[src/rtl/mem_pkg.sv]
// Shared definitions for the load/store front end: size encodings, FSM states,
// and the captured request payload.
package mem_pkg;

  localparam logic [1:0] SZ_BYTE = 2'd0;
  localparam logic [1:0] SZ_HALF = 2'd1;
  localparam logic [1:0] SZ_WORD = 2'd2;

  typedef enum logic [2:0] {
    ST_IDLE = 3'd0,
    ST_RD0  = 3'd1,
    ST_WR0  = 3'd2,
    ST_RD1  = 3'd3,
    ST_WR1  = 3'd4,
    ST_RESP = 3'd5
  } state_e;

  typedef struct packed {
    logic        we;
    logic [1:0]  size;
    logic        is_unsigned;
    logic [1:0]  off;
    logic [31:0] wdata;
  } req_cap_t;

  // Access width in bytes; the illegal size code is faulted elsewhere.
  function automatic logic [2:0] size_nbytes(input logic [1:0] size);
    case (size)
      SZ_BYTE: size_nbytes = 3'd1;
      SZ_HALF: size_nbytes = 3'd2;
      default: size_nbytes = 3'd4;
    endcase
  endfunction

endpackage

[src/rtl/mem_byte_lane.sv]
// Byte-lane datapath: extracts/extends load data from a two-word window and
// merges store data into the two captured words.
module mem_byte_lane
  import mem_pkg::*;
(
  input  logic [31:0] w0_i,
  input  logic [31:0] w1_i,
  input  logic [1:0]  off_i,
  input  logic [1:0]  size_i,
  input  logic        unsigned_i,
  input  logic [31:0] wdata_i,
  output logic [31:0] ld_data_o,
  output logic [31:0] st_w0_o,
  output logic [31:0] st_w1_o
);

  logic [63:0] window;
  logic [63:0] shifted;
  logic [63:0] st_data;
  logic [63:0] merged;
  logic [7:0]  base_mask;
  logic [7:0]  lane_mask;

  always_comb begin : lane_logic
    window  = {w1_i, w0_i};
    shifted = window >> {off_i, 3'b000};
    st_data = 64'(wdata_i) << {off_i, 3'b000};

    case (size_i)
      SZ_BYTE: ld_data_o = unsigned_i ? {24'd0, shifted[7:0]}
                                      : {{24{shifted[7]}}, shifted[7:0]};
      SZ_HALF: ld_data_o = unsigned_i ? {16'd0, shifted[15:0]}
                                      : {{16{shifted[15]}}, shifted[15:0]};
      default: ld_data_o = shifted[31:0];
    endcase

    case (size_i)
      SZ_BYTE: base_mask = 8'h01;
      SZ_HALF: base_mask = 8'h03;
      default: base_mask = 8'h0F;
    endcase
    lane_mask = base_mask << off_i;

    // Lanes outside the access keep the values read from RAM.
    merged = window;
    for (int i = 0; i < 8; i++) begin
      if (lane_mask[i]) merged[8*i +: 8] = st_data[8*i +: 8];
    end
    st_w0_o = merged[31:0];
    st_w1_o = merged[63:32];
  end

endmodule

[src/rtl/mem_access_unit.sv]
// Load/store front end for a single-port word RAM: word-granular reads and
// read-modify-write stores. Split (word-straddling) accesses are performed only
// when MAU_MISALIGNED_SPLIT_EN is defined; otherwise they fault.
module mem_access_unit
  import mem_pkg::*;
#(
  parameter int unsigned DEPTH  = 1024,
  parameter int unsigned ADDR_W = 32,
  localparam int unsigned AW    = $clog2(DEPTH)
) (
  input  logic              clock,
  input  logic              reset_n,
  input  logic              req_valid,
  output logic              req_ready,
  input  logic              req_we,
  input  logic [1:0]        req_size,
  input  logic              req_unsigned,
  input  logic [ADDR_W-1:0] req_addr,
  input  logic [31:0]       req_wdata,
  output logic              rsp_valid,
  input  logic              rsp_ready,
  output logic [31:0]       rsp_rdata,
  output logic              rsp_fault,
  output logic              ram_write_en,
  output logic [AW-1:0]     ram_addr,
  output logic [31:0]       ram_wdata,
  input  logic [31:0]       ram_rdata
);

  localparam logic [63:0]   BYTE_LIMIT = 64'(DEPTH) * 64'd4;
  localparam logic [AW-1:0] LAST_IDX   = AW'(DEPTH - 1);

  state_e        state_q, state_d;
  req_cap_t      cap_q, cap_d;
  logic [AW-1:0] idx0_q, idx0_d;
  logic          split_q, split_d;
  logic [31:0]   w0_q, w0_d, w1_q, w1_d;
  logic          req_ready_q, req_ready_d;
  logic          rsp_valid_q, rsp_valid_d;
  logic [31:0]   rsp_rdata_q, rsp_rdata_d;
  logic          rsp_fault_q, rsp_fault_d;
  logic          ram_we_q, ram_we_d;
  logic [AW-1:0] ram_addr_q, ram_addr_d;
  logic [31:0]   ram_wdata_q, ram_wdata_d;

  logic [1:0]    dec_off;
  logic [2:0]    dec_nb;
  logic [AW-1:0] dec_idx0;
  logic          dec_split;
  logic          dec_fault;

  logic [31:0]   ld_data, st_w0, st_w1;

  // Decode of the incoming request, used only on accept.
  always_comb begin : req_decode
    dec_off   = req_addr[1:0];
    dec_nb    = size_nbytes(req_size);
    dec_idx0  = req_addr[2 +: AW];
    dec_split = (3'(dec_off) + dec_nb) > 3'd4;
    dec_fault = (req_size == 2'd3) || (64'(req_addr) >= BYTE_LIMIT);
`ifdef MAU_MISALIGNED_SPLIT_EN
    if (dec_split && (dec_idx0 == LAST_IDX)) dec_fault = 1'b1;
`else
    if (dec_split) dec_fault = 1'b1;
`endif
  end

  // Read capture; the lane datapath sees the word being read this cycle.
  always_comb begin : word_capture
    w0_d = w0_q;
    w1_d = w1_q;
    if (state_q == ST_RD0) w0_d = ram_rdata;
`ifdef MAU_MISALIGNED_SPLIT_EN
    if (state_q == ST_RD1) w1_d = ram_rdata;
`endif
  end

  mem_byte_lane u_byte_lane (
    .w0_i       (w0_d),
    .w1_i       (w1_d),
    .off_i      (cap_q.off),
    .size_i     (cap_q.size),
    .unsigned_i (cap_q.is_unsigned),
    .wdata_i    (cap_q.wdata),
    .ld_data_o  (ld_data),
    .st_w0_o    (st_w0),
    .st_w1_o    (st_w1)
  );

`ifndef MAU_MISALIGNED_SPLIT_EN
  logic unused_split;
  assign unused_split = ^{split_q, st_w1};
`endif

  always_comb begin : fsm_next
    state_d     = state_q;
    cap_d       = cap_q;
    idx0_d      = idx0_q;
    split_d     = split_q;
    req_ready_d = req_ready_q;
    rsp_valid_d = rsp_valid_q;
    rsp_rdata_d = rsp_rdata_q;
    rsp_fault_d = rsp_fault_q;
    ram_we_d    = 1'b0;
    ram_addr_d  = ram_addr_q;
    ram_wdata_d = ram_wdata_q;

    case (state_q)
      ST_IDLE: begin
        if (req_valid && req_ready_q) begin
          cap_d       = '{we: req_we, size: req_size, is_unsigned: req_unsigned,
                          off: dec_off, wdata: req_wdata};
          idx0_d      = dec_idx0;
          split_d     = dec_split;
          req_ready_d = 1'b0;
          if (dec_fault) begin
            state_d     = ST_RESP;
            rsp_valid_d = 1'b1;
            rsp_fault_d = 1'b1;
            rsp_rdata_d = '0;
          end else begin
            state_d     = ST_RD0;
            ram_addr_d  = dec_idx0;
            rsp_fault_d = 1'b0;
          end
        end
      end
      ST_RD0: begin
        if (cap_q.we) begin
          state_d     = ST_WR0;
          ram_we_d    = 1'b1;
          ram_wdata_d = st_w0;
        end
`ifdef MAU_MISALIGNED_SPLIT_EN
        else if (split_q) begin
          state_d    = ST_RD1;
          ram_addr_d = idx0_q + AW'(1);
        end
`endif
        else begin
          state_d     = ST_RESP;
          rsp_valid_d = 1'b1;
          rsp_rdata_d = ld_data;
        end
      end
      ST_WR0: begin
`ifdef MAU_MISALIGNED_SPLIT_EN
        if (split_q) begin
          state_d    = ST_RD1;
          ram_addr_d = idx0_q + AW'(1);
        end else
`endif
        begin
          state_d     = ST_RESP;
          rsp_valid_d = 1'b1;
          rsp_rdata_d = '0;
        end
      end
`ifdef MAU_MISALIGNED_SPLIT_EN
      ST_RD1: begin
        if (cap_q.we) begin
          state_d     = ST_WR1;
          ram_we_d    = 1'b1;
          ram_wdata_d = st_w1;
        end else begin
          state_d     = ST_RESP;
          rsp_valid_d = 1'b1;
          rsp_rdata_d = ld_data;
        end
      end
      ST_WR1: begin
        state_d     = ST_RESP;
        rsp_valid_d = 1'b1;
        rsp_rdata_d = '0;
      end
`endif
      ST_RESP: begin
        if (rsp_ready) begin
          state_d     = ST_IDLE;
          req_ready_d = 1'b1;
          rsp_valid_d = 1'b0;
          rsp_rdata_d = '0;
          rsp_fault_d = 1'b0;
        end
      end
      default: begin
        state_d     = ST_IDLE;
        req_ready_d = 1'b1;
        rsp_valid_d = 1'b0;
      end
    endcase
  end

  // Async reset also drops ram_write_en at once, so no partial write commits.
  always_ff @(posedge clock or negedge reset_n) begin : fsm_regs
    if (!reset_n) begin
      state_q     <= ST_IDLE;
      cap_q       <= '0;
      idx0_q      <= '0;
      split_q     <= 1'b0;
      w0_q        <= '0;
      w1_q        <= '0;
      req_ready_q <= 1'b1;
      rsp_valid_q <= 1'b0;
      rsp_rdata_q <= '0;
      rsp_fault_q <= 1'b0;
      ram_we_q    <= 1'b0;
      ram_addr_q  <= '0;
      ram_wdata_q <= '0;
    end else begin
      state_q     <= state_d;
      cap_q       <= cap_d;
      idx0_q      <= idx0_d;
      split_q     <= split_d;
      w0_q        <= w0_d;
      w1_q        <= w1_d;
      req_ready_q <= req_ready_d;
      rsp_valid_q <= rsp_valid_d;
      rsp_rdata_q <= rsp_rdata_d;
      rsp_fault_q <= rsp_fault_d;
      ram_we_q    <= ram_we_d;
      ram_addr_q  <= ram_addr_d;
      ram_wdata_q <= ram_wdata_d;
    end
  end

  assign req_ready    = req_ready_q;
  assign rsp_valid    = rsp_valid_q;
  assign rsp_rdata    = rsp_rdata_q;
  assign rsp_fault    = rsp_fault_q;
  assign ram_write_en = ram_we_q;
  assign ram_addr     = ram_addr_q;
  assign ram_wdata    = ram_wdata_q;

endmodule

[config.mk]
export PLATFORM = sky130hd
export DESIGN_NAME = mem_access_unit
export DESIGN_NICKNAME = d
export VERILOG_FILES = /design/src/rtl/mem_pkg.sv /design/src/rtl/mem_byte_lane.sv /design/src/rtl/mem_access_unit.sv
export SDC_FILE = /design/constraint.sdc
export NUM_CORES = 1
export LEC_CHECK = 0
export CAP_MARGIN = 20
export CORE_AREA = 2 2 124 126
export CTS_CLUSTER_SIZE = 40
export DETAILED_ROUTE_END_ITERATION = 7
export DIE_AREA = 0 0 126 128
export PLACE_DENSITY = 0.84
export REMOVE_ABC_BUFFERS = 1
export SYNTH_ARGS = -nofsm -noshare
export SYNTH_HDL_FRONTEND = slang
export SYNTH_SLANG_ARGS = --single-unit
[constraint.sdc]
create_clock -name clock -period 2.4 [get_ports clock]
set_input_delay 0.48 -clock clock [delete_from_list [all_inputs] [get_ports clock]]
set_output_delay 0.48 -clock clock [all_outputs]
set_load 0.005 [all_outputs]
==> run_results.csv, run 1 <==
group,metric,value,unit
clock_tree,clockBufferDepth,2,
placed_design,globalplace.congestion,0.8824,
run,drv_cap,0,
grt,grt_usage,0.2718,
synth,ys_ff_latch,151,
pwr,leakage,0.004489,µW
timing,clock_skew,0.006854,ns
worst_setup_path,crit_chain,"clkdlybuf4s50_1 -> or4_4 -> a2111o_1 -> a221o_2 -> o221ai_2",
synth,yosys.area.top_type,"dfrtp_1",
clock_tree,path_clk_slew,0.06,ns
route,vias,6307,
final_layout,finalInstanceArea,10200,µm²
die,start_util,0.4874,
route,ant_nets,0,
timing,hold_slack,-0.01177,ns
route,drtIter0Drc,525,
route,wl,21.61,mm
die,die_h,128,µm
timing,min_period,2.360,ns
pwr,pwr-share-clk,0.202,
final_layout,diodes,0,
placed_design,placed_area,9492,µm²
final_layout,finalCoreUtilization,0.6865,
worst_setup_path,critical-path-top-delay-family,"compound AO/OA/AOI/OAI gates",
clock_tree,clk_latency,0.42,ns
worst_setup_path,critPathCaptureType,"register",
final_layout,multi_input_area,3217,µm²
synth,synth-edff-count,0,
run_status,status,"finished with violations",
clock_tree,cts_tree,"done",
synth,synth-simple-area-share,0.09948,
route,wire_per_inst,19.88,µm
pwr,switching_share,0.3885,
die,fp-row-count,45,
pwr,p_per_area,1419,nW/µm²
grt,grt_pass1_vias,6452,
synth,netlist_instances,687,
worst_setup_path,cpPeakStageDelay,0.55,ns
clock_tree,cts_inserted_buffers,17,
route,via_per_inst,5.802,
synth,ys_top_cells_by_count,"150 x dfrtp_1, 92 x nand2_1, 74 x o21ai_0",
synth,yosysSeqAreaShare,0.5218,
pwr,p_int,8854,µW
clock_tree,cts_htree_levels,4,
final_layout,fillers,1115,
pwr,total_power,14480,µW
die,coreArea,14860,µm²
synth,synthFlopType,"dfrtp_1",
worst_setup_path,cp_max_fo,7,
grt,grt_overflow,0,
final_layout,final_nets,994,
route,first_pass_iters,5,
run_status,violations,"hold timing",
die,ioPinCount,182,
grt,grt_pass1_wl,34.09,mm
worst_setup_path,required,2.74,ns
grt,grt_max_degree,68,
clock_tree,cts_root_buf,"clkbuf_16",
synth,muxShareOfSynthArea,0.1646,
worst_setup_path,crit_slowest_cell,"a221o_2",
pwr,p_switching,5625,µW
final_layout,syn_to_final_growth,40.86,%
synth,post-synth-top-area-fraction,0.5181,
worst_setup_path,crit_buf_inv,1,
die,dieArea,16130,µm²
timing,final-hold-violation-count,7,
synth,syn_area,7244,µm²
clock_tree,hold_buffers,0,
pwr,seqPwrFrac,0.303,
synth,synth_compound_area_frac,0.1601,
pwr,ir_drop,0.8334,mV
clock_tree,cts_sinks,151,
synth,synth_top_family_by_area,"multiplexers",
synth,ys_warn_count,0,
die,dieWidth,126,µm
timing,fmax,423.8,MHz
synth,avgSynthCellArea,10.55,µm²
pwr,comb_power_share,0.495,
grt,antenna_found_initial,0,
placed_design,io_buffers,181,
synth,synth.area.top_cells,"dfrtp_1 52%, mux2_2 9.8%, mux2i_1 6.4%",
synth,synthArstFlopShare,1.000,
timing,fin_crit_sh,0.9832,
placed_design,hpwl,15.02,mm
worst_setup_path,start_kind,"input port",
synth,synth-adder-area-share,0.004491,
timing,tightest_slew,0.6293,ns
route,drc_errors,0,
timing,slew_violations,0,
synth,synth_cell_types,52,
synth,synth.most_common_cell,"dfrtp_1",
worst_hold_path,hp-class,"input port to async pin",
timing,grt_setup_unrepaired,"no",
timing,setup_viol,0,
synth,synth_xor_area_frac,0.001209,
final_layout,drive_above_1_share,0.1935,
worst_setup_path,cp.arrival,2.69,ns
worst_setup_path,criticalPathCategory,"input port to register",
final_layout,seq_area,3782,µm²
timing,slew-limit-headroom,0.5805,
[layout by cell type (no fill, tap or decap), types with 4 or more instances in the layout]
cell             Yosys  final
a32o_1              16     16
nor2_1              28     27
bufinv_16            0      5
buf_4                1     45
o221ai_2             0      6
clkinv_2             0      5
o21ai_0             74     74
a21o_1               9      9
a21oi_1             22     21
nand2_1             92     91
dfrtp_1            150    148
a211oi_1             4      4
nand3_1             22     21
o211ai_1            17     17
nor4_1               6      4
a22oi_1              8      8
mux2i_1             46     46
clkbuf_16            0     17
inv_1               37     37
nor2b_1              5      5
clkdlybuf4s50_1      0    176
mux2_2              63     63
[power by group through the flow]
stage	Combinational, µW	Sequential (µW)	Clock [µW]
2_1_floorplan	3830	4420	0
6_report	7170	4380	2930
5_1_grt	7790	4490	3080
4_1_cts	7100	4370	2960
3_5_place_dp	6900	4390	0
3_3_place_gp	6660	4350	0
[cell families (layout without fill, tap and decap cells)]
logic type	count (synthesis)	count (layout)
buffers and inverters	84	295
multiplexers	110	110
adder cells (fa/ha/maj)	2	2
AND/OR/NAND/NOR	165	165
flip-flops	151	151
AO/OA/AOI/OAI	174	175
XOR/XNOR	1	1
[registers in the layout (all words and copies together), names as in the netlist]
signal        flops
cap_q            38
ram_addr         10
ram_wdata        32
ram_write_en      1
req_ready         1
rsp_fault         1
rsp_rdata        32
rsp_valid         1
state_q           3
w0_q             32
[path summary, 6_finish.rpt]
path | start | endpoint | slack, ns | cells past startpoint
hold reg to reg | w0_q[4] | w0_q[4] | 0.47 | 2
setup / recovery | req_addr[20] | rsp_rdata[3] | 0.04 | 5
min in group clock | req_size[0] | cap_q[35] | 0.44 | 3
setup reg to reg | state_q[1] | rsp_rdata[6] | 0.12 | 6
hold / removal | reset_n | ram_wdata[0] | -0.01 | 1
max in group asynchronous | reset_n | cap_q[28] | 1.67 | 2
[through the flow]
| stage | std cells | setup TNS, ns | setup WS (ns) |
|---|---|---|---|
| 2_1_floorplan | 640 | -52.95 | -0.9625 |
| 3_3_place_gp | 1056 | -28.32 | -0.7024 |
| 6_report | 1087 | 0 | 0.04029 |
| 5_1_grt | 1087 | 0 | 0.001395 |
| 3_5_place_dp | 1056 | -32.32 | -0.8246 |
| 4_1_cts | 1087 | 0 | 0.002616 |
[final cells by class]
cell class                      instances  share of cell area
Sequential cell                       151              0.3706
Multi-Input combinational cell        453              0.3152
Timing Repair Buffer                  228              0.2146
Clock buffer                           20             0.04573
Tap cell                              188             0.02305
Clock inverter                         10             0.01717
Inverter                               37             0.01361
[layer usage]
| metal | GRT usage | wire length [µm] | vias to the layer above |
|---|---|---|---|
| li1 | - | - | 2856 |
| met1 | 0.3433 | 8705 | 3088 |
| met2 | 0.4285 | 10090 | 326 |
| met3 | 0.1014 | 2333 | 37 |
| met4 | 0.1041 | 483 | 0 |
| met5 | 0 | 0 | - |
[repair_timing]
action / CTS / global route
pin swaps: 7 / 5
buffers inserted: 0 / 0
endpoints found under the hold margin: 0 / 0
gates cloned: 1 / 0
endpoints found under the setup margin: 45 / 18
resized for setup: 24 / 4
(Power assumes the default switching activity.)
==> inputs of run 2 (changes only) <==
- CORE_AREA: 2 2 124 126 -> 10 10 138 140
- DIE_AREA: 0 0 126 128 -> 0 0 148 150
- PLACE_DENSITY: 0.84 -> 0.8
- clock period: 2.4 -> 1.9 ns (I/O delays scaled with it)
==> run 2 against run 1 <==
Against the previous run:
- the run ends with setup timing left
- worst hold slack improved by 0.32 ns
- global-route usage down 5.1 points
- flip-flop and latch count is the same
- critical endpoint unchanged
==> run_results.csv, run 2 (synthesis results as in run 1) <==
group,metric,value,unit
route,drc_errors,0,
route,vias,6696,
worst_setup_path,required,2.23,ns
die,ioPinCount,182,
timing,hold_slack,0.3063,ns
worst_hold_path,hp-class,"input port to register",
worst_setup_path,criticalPathCategory,"input port to register",
placed_design,io_buffers,181,
pwr,ir_drop,1.172,mV
final_layout,fillers,1202,
worst_setup_path,start_kind,"input port",
final_layout,final_common_cell,"clkdlybuf4s50_1",
placed_design,globalplace.congestion,0.9141,
timing,fin_crit_sh,1.192,
final_layout,final_cell_mix,"170 x clkdlybuf4s50_1, 147 x dfrtp_1, 89 x buf_4, 88 x nand2_1, 59 x mux2_2",
grt,grt_overflow,0,
die,start_util,0.4431,
timing,min_period,2.264,ns
clock_tree,cts_htree_levels,4,
timing,final.setup.tns,-13.57,ns
timing,tightest_slew,0.5848,ns
timing,grt_setup_unrepaired,"yes",
worst_setup_path,critical-path-top-delay-family,"compound AO/OA/AOI/OAI gates",
worst_setup_path,crit_buf_inv,2,
worst_setup_path,crit_cells,6,
die,coreArea,16350,µm²
clock_tree,cts_sinks,151,
run,drv_cap,0,
die,dieWidth,148,µm
run_status,status,"finished with violations",
timing,setup_viol,46,
route,via_per_inst,5.594,
final_layout,final_nets,1070,
final_layout,largest_reg_flops,38,
grt,grt_usage,0.2210,
grt,grt_pass1_wl,38.36,mm
worst_setup_path,cpPeakStageDelay,0.51,ns
timing,slew_violations,0,
final_layout,drive_above_1_share,0.2856,
clock_tree,clk_latency,0.43,ns
worst_setup_path,crit_chain,"clkdlybuf4s50_1 -> or4_4 -> a2111o_1 -> buf_4 -> a221o_4 -> o221ai_1",
clock_tree,clockBufferDepth,2,
worst_setup_path,reg2reg_depth,9,
timing,clock_skew,0.006492,ns
run_status,violations,"setup timing",
worst_setup_path,crit_slowest_cell,"or4_4",
timing,slew-limit-headroom,0.6101,
worst_setup_path,critPathCaptureType,"register",
final_layout,syn_to_final_growth,55.20,%
final_layout,finalCoreUtilization,0.6877,
route,first_pass_iters,5,
route,ant_nets,0,
timing,fin_ws,-0.3639,ns
worst_setup_path,cp_max_fo,14,
timing,final-hold-violation-count,0,
grt,antenna_found_initial,0,
die,dieArea,22200,µm²
final_layout,diodes,0,
worst_setup_path,cp.arrival,2.60,ns
die,fp-row-count,47,
clock_tree,path_clk_slew,0.06,ns
placed_design,hpwl,17.41,mm
route,wire_per_inst,21.27,µm
clock_tree,cts_tree,"done",
route,wl,25.46,mm
pwr,total_power,21210,µW
clock_tree,cts_inserted_buffers,17,
final_layout,regMostFlops,"cap_q",
grt,grt_max_degree,48,
worst_setup_path,reg2reg_slack,-0.33,ns
pwr,p_per_area,1887,nW/µm²
pwr,leakage,0.004995,µW
worst_hold_path,min_path_cells,3,
grt,grt_pass1_vias,6942,
clock_tree,cts_root_buf,"clkbuf_16",
timing,fmax,441.7,MHz
die,die_h,150,µm
route,drtIter0Drc,666,
==> run 2: changes by cell type in the layout (fill, tap and decap cells not counted), moves of 8 or more <==
cell	change
buf_12	+8
o21ai_1	+17
mux2i_1	-10
nor2_1	-9
buf_4	+44
nor2_2	+8
o21ai_0	-22
buf_6	+19
==> run 2: path summary, 6_finish.rpt <==
| path | from | endpoint |
|---|---|---|
| max reg2reg | state_q[2] | rsp_rdata[6] |
| min | req_addr[0] | cap_q[32] |
| min in group asynchronous | reset_n | ram_wdata[3] |
| max in group asynchronous | reset_n | ram_write_en |
| min reg2reg | w0_q[4] | w0_q[4] |
| max | req_addr[20] | rsp_rdata[3] |
==> run 2: area by class of cell <==
type | count | area, µm² | area share
multi-input combinational | 452 | 3382 | 0.3008
tap | 220 | 275.3 | 0.02448
sequential | 151 | 3784 | 0.3365
inverter | 37 | 138.9 | 0.01235
clock inverter | 12 | 150.1 | 0.01335
timing repair buffer | 305 | 3047 | 0.2710
clock buffer | 20 | 466.7 | 0.04151
==> run 2: tightest hold or removal path, cell delays in order <==
cell and delay [ns]:
buf_6 0.08, buf_4 0.10, mux2_2 0.14
==> run 2: through the flow <==
step           setup WS, ns  cell area, µm²  std cells
2_1_floorplan        -1.462            7033        640
3_3_place_gp         -1.080           10000       1141
3_5_place_dp         -1.112           10000       1141
4_1_cts             -0.3329           10910       1187
5_1_grt             -0.4404           11240       1197
6_report            -0.3639           11240       1197
==> run 2: layer usage <==
layer,part of all wire,global-route usage
met1,0.41,0.2677
met4,0.021,0.07334
met2,0.47,0.3613
met5,0,0
met3,0.095,0.07639
==> run 2: timing repair <==
item	4_1_cts	5_1_grt
endpoints found under the hold margin	34	0
pin swaps	18	16
setup buffers	10	9
cloned	3	1
endpoints found under the setup margin	59	70
resized for setup	49	83
hold buffers	1	0
==> run 2: power by group <==
group          switching [µW]  internal (µW)  total, µW
Clock                    1350           2160       3520
Combinational            5780           6320      12100
Sequential                999           4590       5590
